==> config.mk <==
export PLATFORM = sky130hd
export DESIGN_NAME = seven_seg_scan_driver
export DESIGN_NICKNAME = d
export VERILOG_FILES = /design/src/rtl/seven_seg_scan_driver.sv
export SDC_FILE = /design/constraint.sdc
export NUM_CORES = 1
export LEC_CHECK = 0
export ABC_CLOCK_PERIOD_IN_PS = 5150
export BUFFER_PORTS_ARGS = -buffer_cell sky130_fd_sc_hd__buf_2
export CORE_MARGIN = 10
export CORE_UTILIZATION = 45
export CTS_CLUSTER_DIAMETER = 60
export DETAILED_ROUTE_END_ITERATION = 8
export PLACE_DENSITY = 0.75
export REMOVE_ABC_BUFFERS = 1
export SETUP_SLACK_MARGIN = 0.05
export SYNTH_ARGS = -nofsm -noshare
export SYNTH_HDL_FRONTEND = slang
export SYNTH_SLANG_ARGS = --single-unit
==> constraint.sdc <==
create_clock -name clk -period 5.15 [get_ports clk]
set_input_delay 1.03 -clock clk [delete_from_list [all_inputs] [get_ports clk]]
set_output_delay 1.03 -clock clk [all_outputs]
set_load 0.05 [all_outputs]
==> src/rtl/seven_seg_scan_driver.sv <==
// seven_seg_scan_driver: time-multiplexed N-digit common-anode 7-segment driver.
// Scans one digit per slot and decodes each nibble to hex segments.
// The display word is double-buffered so updates land only on frame boundaries.
// Optional macro SEVSEG_DP_EN adds a per-digit decimal-point input (dp_in).
module seven_seg_scan_driver #(
    parameter int NUM_DIGITS   = 8,
    parameter int REFRESH_DIV  = 100000,
    parameter int BLANK_CYCLES = 2
) (
    input  logic                    clk,
    input  logic                    rst,
    input  logic                    load,
    input  logic [4*NUM_DIGITS-1:0] digits_in,
    input  logic [NUM_DIGITS-1:0]   digit_en,
`ifdef SEVSEG_DP_EN
    input  logic [NUM_DIGITS-1:0]   dp_in,
`endif
    output logic [NUM_DIGITS-1:0]   an,
    output logic [6:0]              seg,
    output logic                    dp,
    output logic                    frame_start
);

    localparam int CNT_W = (REFRESH_DIV > 1) ? $clog2(REFRESH_DIV) : 1;
    localparam int IDX_W = (NUM_DIGITS > 1) ? $clog2(NUM_DIGITS) : 1;
    localparam logic [CNT_W-1:0] CNT_LAST  = CNT_W'(REFRESH_DIV - 1);
    localparam logic [CNT_W-1:0] CNT_BLANK = CNT_W'(BLANK_CYCLES);
    localparam logic [IDX_W-1:0] IDX_LAST  = IDX_W'(NUM_DIGITS - 1);

    // Reject configurations that cannot scan or would never light a digit.
    if (NUM_DIGITS < 2 || REFRESH_DIV <= BLANK_CYCLES) begin : g_param_check
        $error("seven_seg_scan_driver: need NUM_DIGITS>=2 and REFRESH_DIV>BLANK_CYCLES");
    end

    // Active-low hex decode, segment order {G,F,E,D,C,B,A}.
    function automatic logic [6:0] hex_to_seg(input logic [3:0] nib);
        case (nib)
            4'h0:    return 7'h40;
            4'h1:    return 7'h79;
            4'h2:    return 7'h24;
            4'h3:    return 7'h30;
            4'h4:    return 7'h19;
            4'h5:    return 7'h12;
            4'h6:    return 7'h02;
            4'h7:    return 7'h78;
            4'h8:    return 7'h00;
            4'h9:    return 7'h10;
            4'hA:    return 7'h08;
            4'hB:    return 7'h03;
            4'hC:    return 7'h46;
            4'hD:    return 7'h21;
            4'hE:    return 7'h06;
            default: return 7'h0E;
        endcase
    endfunction

    logic [CNT_W-1:0]        cnt;
    logic [IDX_W-1:0]        idx;
    logic [4*NUM_DIGITS-1:0] pend_digits, act_digits;
    logic [NUM_DIGITS-1:0]   pend_en, act_en;
    logic                    wrap_p0;
    logic                    lit_p0;
    logic [3:0]              nib_p0;
    logic [NUM_DIGITS-1:0]   an_p0;
    logic [6:0]              seg_p0;

    // Last cycle of the last slot: the frame boundary.
    assign wrap_p0 = (cnt == CNT_LAST) && (idx == IDX_LAST);

    // Slot counter and digit index; index advances when the slot counter wraps.
    always_ff @(posedge clk) begin
        if (rst) begin
            cnt <= '0;
            idx <= '0;
        end else if (cnt == CNT_LAST) begin
            cnt <= '0;
            idx <= (idx == IDX_LAST) ? '0 : idx + 1'b1;
        end else begin
            cnt <= cnt + 1'b1;
        end
    end

    // Pending buffer takes load; active buffer copies pending (old value) on the frame boundary.
    always_ff @(posedge clk) begin
        if (rst) begin
            pend_digits <= '0;
            pend_en     <= '0;
            act_digits  <= '0;
            act_en      <= '0;
        end else begin
            if (load) begin
                pend_digits <= digits_in;
                pend_en     <= digit_en;
            end
            if (wrap_p0) begin
                act_digits <= pend_digits;
                act_en     <= pend_en;
            end
        end
    end

    // Stage p0: decode current (idx, cnt, active) into pin values.
    always_comb begin
        nib_p0 = act_digits[4*idx +: 4];
        lit_p0 = (cnt >= CNT_BLANK) && act_en[idx];
        an_p0  = '1;
        if (lit_p0) begin
            an_p0[idx] = 1'b0;
        end
        seg_p0 = lit_p0 ? hex_to_seg(nib_p0) : 7'h7F;
    end

    // Stage p1: registered pins, one cycle behind the scan state.
    always_ff @(posedge clk) begin
        if (rst) begin
            an          <= '1;
            seg         <= 7'h7F;
            frame_start <= 1'b0;
        end else begin
            an          <= an_p0;
            seg         <= seg_p0;
            frame_start <= wrap_p0;
        end
    end

`ifdef SEVSEG_DP_EN
    logic [NUM_DIGITS-1:0] pend_dp, act_dp;
    logic                  dp_p0;

    // Decimal points ride the same double buffer as the digits.
    always_ff @(posedge clk) begin
        if (rst) begin
            pend_dp <= '0;
            act_dp  <= '0;
        end else begin
            if (load) begin
                pend_dp <= dp_in;
            end
            if (wrap_p0) begin
                act_dp <= pend_dp;
            end
        end
    end

    // Stage p0: decimal point is shown only while the anode is lit.
    always_comb begin
        dp_p0 = 1'b1;
        if (lit_p0) begin
            dp_p0 = ~act_dp[idx];
        end
    end

    // Stage p1: registered decimal-point pin.
    always_ff @(posedge clk) begin
        if (rst) begin
            dp <= 1'b1;
        end else begin
            dp <= dp_p0;
        end
    end
`else
    assign dp = 1'b1;
`endif

endmodule

* Word level (Yosys, flattened, before mapping) *
Memory sizes are Yosys's and may differ from the RTL's. A register that Yosys moved wholly into a read port is not among the register bits.
Cells that the tools add are included.

cells by class
  magnitude comparators = 3
  reduce and logical (&&, ||, !) cells = 5
  multiplexer cells = 5
  bitwise operators = 2
  equality and inequality tests = 2
  shifts and indexed selects = 1
  $add $sub $neg = 2

operators with widths
  kind                   count
  $shiftx 32x6->4        1
  $add 17x1->17 const B  1
  $eq 17x17->1 const B   1
  $ge 17x2->1 const B    1
  $not 8->8              1
  $lt 3x4->1 const B     1
  $reduce_or 2->1        2
  $add 3x1->3 const B    1
  $bmux 1 s3             1
  $demux 1 s3            1
  $eq 3x3->1 const B     1
  $ge 3x1->1 const B     1
  $logic_and 1x1->1      3
  $mux 3                 1
  $mux 1                 2
  $not 1->1              1

word-level totals
  bits of input ports = 43
  memories kept = 1
  flip-flop bits (word level) = 109
  word-level logic and storage cells = 29
  ROM bits = 112
  output and inout bits = 17

memory list
  memory            words  bits a word  rd ports  clocked after memory_dff  wr ports  RTL line  RTL
  (name not given)  16     7            1         1                         0         37        case (nib)

* Logic depth before layout (Yosys ltp) *
  depth after elaboration = 5
  mapped depth = 8
  gate-level depth less buffers = 7

* Worst setup path before layout *
No wires, ideal clock.

  kind = input to register
  start = input port load
  end = register pend_digits[28]
  stages on the path = 4
  data arrival time = 1.885 ns
  setup slack = 3.137 ns
  required time = 5.022 ns
  buffers on the path = 2
  setup time = 0.128 ns
  path through = clkbuf_1 clkbuf_1 mux2i_1 nor2_1

RTL lines
  what                    RTL line  RTL
  start: declaration      12        input logic load,
  end signal: assignment  92        pend_digits <= digits_in;
  end: declaration        59        logic [4*NUM_DIGITS-1:0] pend_digits, act_digits;

* Worst setup path in the final report *
  start = register idx[0]
  end = register seg[0]

on the way
  cells in the longest elaborated chain, start to end = 5
  elaborated cells between the ends (all ways) = 6

ends and longest elaborated chain
  what                              RTL line  RTL
  start: declaration                58        logic [IDX_W-1:0] idx;
  start signal: assignment          77        idx <= (idx == IDX_LAST) ? '0 : idx + 1'b1;
  $bmux 1 s3                        105       lit_p0 = (cnt >= CNT_BLANK) && act_en[idx];
  $mux 1 (implied by the code)      105
  $logic_and 1x1->1                 105
  $not 1->1 (no source line)        n/a
  $reduce_or 2->1 (no source line)  n/a
  end: declaration                  19        output logic [6:0] seg,

Several ways; a longest one is shown, not always the timed one. The select of a mux whose other input is x is not followed.
A chain may end at the register's enable or synchronous reset.

==> metrics.md <==
| Metric | Value |
|---|---|
| CTS tree | `built` |
| Grt total ovfl | `0` |
| Initial DRC count | `around 190` |
| # diodes | `0` |
| GRT Overall Usage | `around 13%` |
| Area share of the largest cell type after synthesis | `50.8%` |
| Switching share of power | `~21%` |
| Hpwl dp | `about 5900 um` |
| First-pass GRT wire length | `between 15,000 and 20,000 um` |
| Mapped Avg Cell Area | `roughly 11 um^2` |
| Place WS | `2.33 ns` |
| Die width | `about 120 um` |
| Reg area | `around 2300 um^2` |
| Slowest-stage cell, CP | `dfxtp_1` |
| Adder-cell area share of the yosys netlist | `approximately 2.7%` |
| Final Hold Viols | `0` |
| Flop2flop setup slack | `2.30 ns` |
| Main combinational cell family by area after synthesis | `multiplexers` |
| Clock sink count | `approximately 120` |
| Outcome | `complete, no violations` |
| PD cells | `~400 nW/um^2` |
| Rel. slew slack | `a little under a quarter` |
| Slowest Stage Delay on Critical Path | `slightly above 0.9 ns` |
| Worst-path clk slew | `0.06 ns` |
| Vias in the first global route | `around 3,300` |
| Int Power | `between 1500 and 2000 uW` |
| Ys flop type | `dfxtp_1` |
| Post-synthesis sequential area ratio | `approximately half` |
| Finished Cell Area | `about 5400 um^2` |
| Initial core utilization | `46.5%` |
| Die height | `121 um` |
| Leak | `between 0.002 and 0.0025 uW` |
| Largest net degree at the start of global routing | `48` |
| Area occupied by multi-input gates | `slightly above 2000 um^2` |
| Fin worst setup slack | `~2.3 ns` |
| Drt total wl | `approximately 9000 um` |
| NetSw | `~460 uW` |
| DR pass1 iterations | `4` |
| RSZ-0062 raised after global routing | `no` |
| XOR/XNOR share of the synthesized area | `3.07%` |
| Slew @ Worst Pin | `1.16 ns` |
| Cts repair resizes | `0` |
| Worst path cell trace | `mux4_2 > mux2i_1 > nand2_1 > a21oi_1 > o21ai_1` |
| Most frequent cell after synthesis | `dfxtp_1` |
| Max-cap violations | `0` |
| Synthesized area | `roughly 4600 um^2` |
| WP data required | `between 5 and 6 ns` |
| Fin util | `a little under three fifths` |
| Core region area | `between 9000 and 10,000 um^2` |
| Synth top cells by count | `116 x dfxtp_1, 66 x nor2_1, 45 x mux2i_1, 40 x a22o_1, 13 x nand3_1` |
| Synth cell types | `46` |
| Sequential share of power | `43.4%` |
| Clk pwr share | `a little over half` |
| CP Max Fanout | `21` |
| Worst Path Arrival | `3.21 ns` |
| Setup TNS | `0 ns` |
| Crit end category | `flip-flop` |
| Post-synthesis mux area share | `between 10% and 20%` |
| Worst VDD drop | `236 uV` |
| DRC errors left | `0` |
| Clock skew | `slightly above 0.008 ns` |
| Die ar. | `between 10,000 and 15,000 um^2` |
| Area contributors post-synth | `dfxtp_1 51%, mux2i_1 9.9%, a22o_1 7.7%` |
| Startpoint type of the worst setup path | `flip-flop` |
| Num ports | `60` |
| Final antenna-violating net count | `0` |
| HP Class | `reg2reg` |
| # rows | `36` |
| Synthesis Warnings | `0` |
| Post-CTS Setup Inserts | `0` |
| Via-to-Cell Ratio | `slightly above 5` |
| Fill count | `883` |
| Flops & latches, synth | `between 100 and 150` |
| Fin crit share | `between 50% and 60%` |
| Wire length per cell | `approximately 15 um` |
| Async SR Flop Fraction | `0%` |
| # hold bufs at CTS | `0` |
| Final worst path period need | `~2.9 ns` |
| Placed cell area | `roughly 4800 um^2` |
| PortBufs | `between 50 and 60` |
| Post-Synth Simple-Gate Area | `roughly an eighth` |
| Comb power frac | `between 3 and 4%` |
| Critical path class | `reg2reg` |
| Longest Clk Path Bufs | `2` |
| Final GP Congestion | `around 0.79` |
| Layout Area Growth over Synthesis | `18.6%` |
| Clk_lat worst skew | `about 0.51 ns` |
| Cts bufs inserted | `17` |
| Final setup viols | `0` |
| H-Tree Depth | `4` |
| Via Count | `between 3,000 and 4,000` |
| Layout cell share with drive strength beyond 1 | `a little under a quarter` |
| Compound-cell area share of the yosys netlist | `10.5%` |
| Nets@finish | `514` |
| Synth area leader | `dfxtp_1` |
| Initial antenna violation count | `0` |
| Clock root buffer | `clkbuf_8` |
| Post-synth EDFFs | `0` |
| Synth Instances | `between 400 and 500` |
| Max Slew Vio Count | `0` |
| Fmax | `roughly 350 MHz` |
## cell usage in the layout (no fill, tap or decap), drive strengths merged, types with 8 or more instances in the layout
master  count
a22o       40
buf        59
clkbuf     19
dfxtp     116
ha         10
mux2i      46
mux4        8
nand3      13
nor2       66
xor2       12
## cell type report
type	count	area share [%]
repair buffers	59	5.50
well taps	133	3.07
inverters	5	0.347
clock buffers	19	7.79
clock inverters	13	2.93
flip-flops and latches	116	42.9
multi-input cells	262	37.5
## power by group through the flow
stage	Combinational, uW	Clock (uW)	Sequential (uW)
6_report	74.2	1140	932
5_1_grt	84.8	1210	935
4_1_cts	76.0	1160	932
3_5_place_dp	75.7	0	951
3_3_place_gp	72.9	0	951
2_1_floorplan	39.0	0	947
## final timing paths
path	start	end	depth (start not counted)
setup / recovery	idx[0]	seg[0]	5
hold / removal	pend_en[5]	act_en[5]	1
setup reg to reg	idx[0]	seg[0]	5
hold reg to reg	pend_en[5]	act_en[5]	1
## per-stage QoR
step | power, uW | hold slack, ns | instances
3_3_place_gp | 1020 | 0.452 | 575
5_1_grt | 2230 | 0.497 | 607
6_report | 2150 | 0.466 | 607
3_5_place_dp | 1030 | 0.456 | 575
2_1_floorplan | 986 | 0.440 | 383
4_1_cts | 2170 | 0.461 | 607
## state kept, by name, indices dropped and copies added, names as in the netlist
signal / flops
act_digits: 32
cnt: 17
an: 8
pend_digits: 32
frame_start: 1
pend_en: 8
act_en: 8
idx: 3
seg: 7
## logic make-up after synthesis
logic type | after synthesis
XOR/XNOR | 16
buffers and inverters | 39
adder cells (fa/ha/maj) | 10
multiplexers | 57
AND/OR/NAND/NOR | 120
AO/OA/AOI/OAI | 58
flip-flops | 116
other | 1
## per-layer routing
layer | part of all wire, % | vias to the layer above | GRT usage (%) | wire length [um]
met5 | 0 | - | 0 | 0
met4 | 1.9 | 0 | 6.18 | 175
met3 | 5.2 | 17 | 5.03 | 475
met2 | 46 | 71 | 21.0 | 4230
met1 | 46 | 1484 | 16.1 | 4230
li1 | - | 1576 | - | -
## worst max-delay path, delay by kind of cell (launching register included)
kind             cells  cell delay [ns]
multiplexers         2             1.28
AO/OA/AOI/OAI        2             0.25
flip-flops           1             0.93
AND/OR/NAND/NOR      1             0.23
No activity file was read; power rests on OpenSTA's default activity.
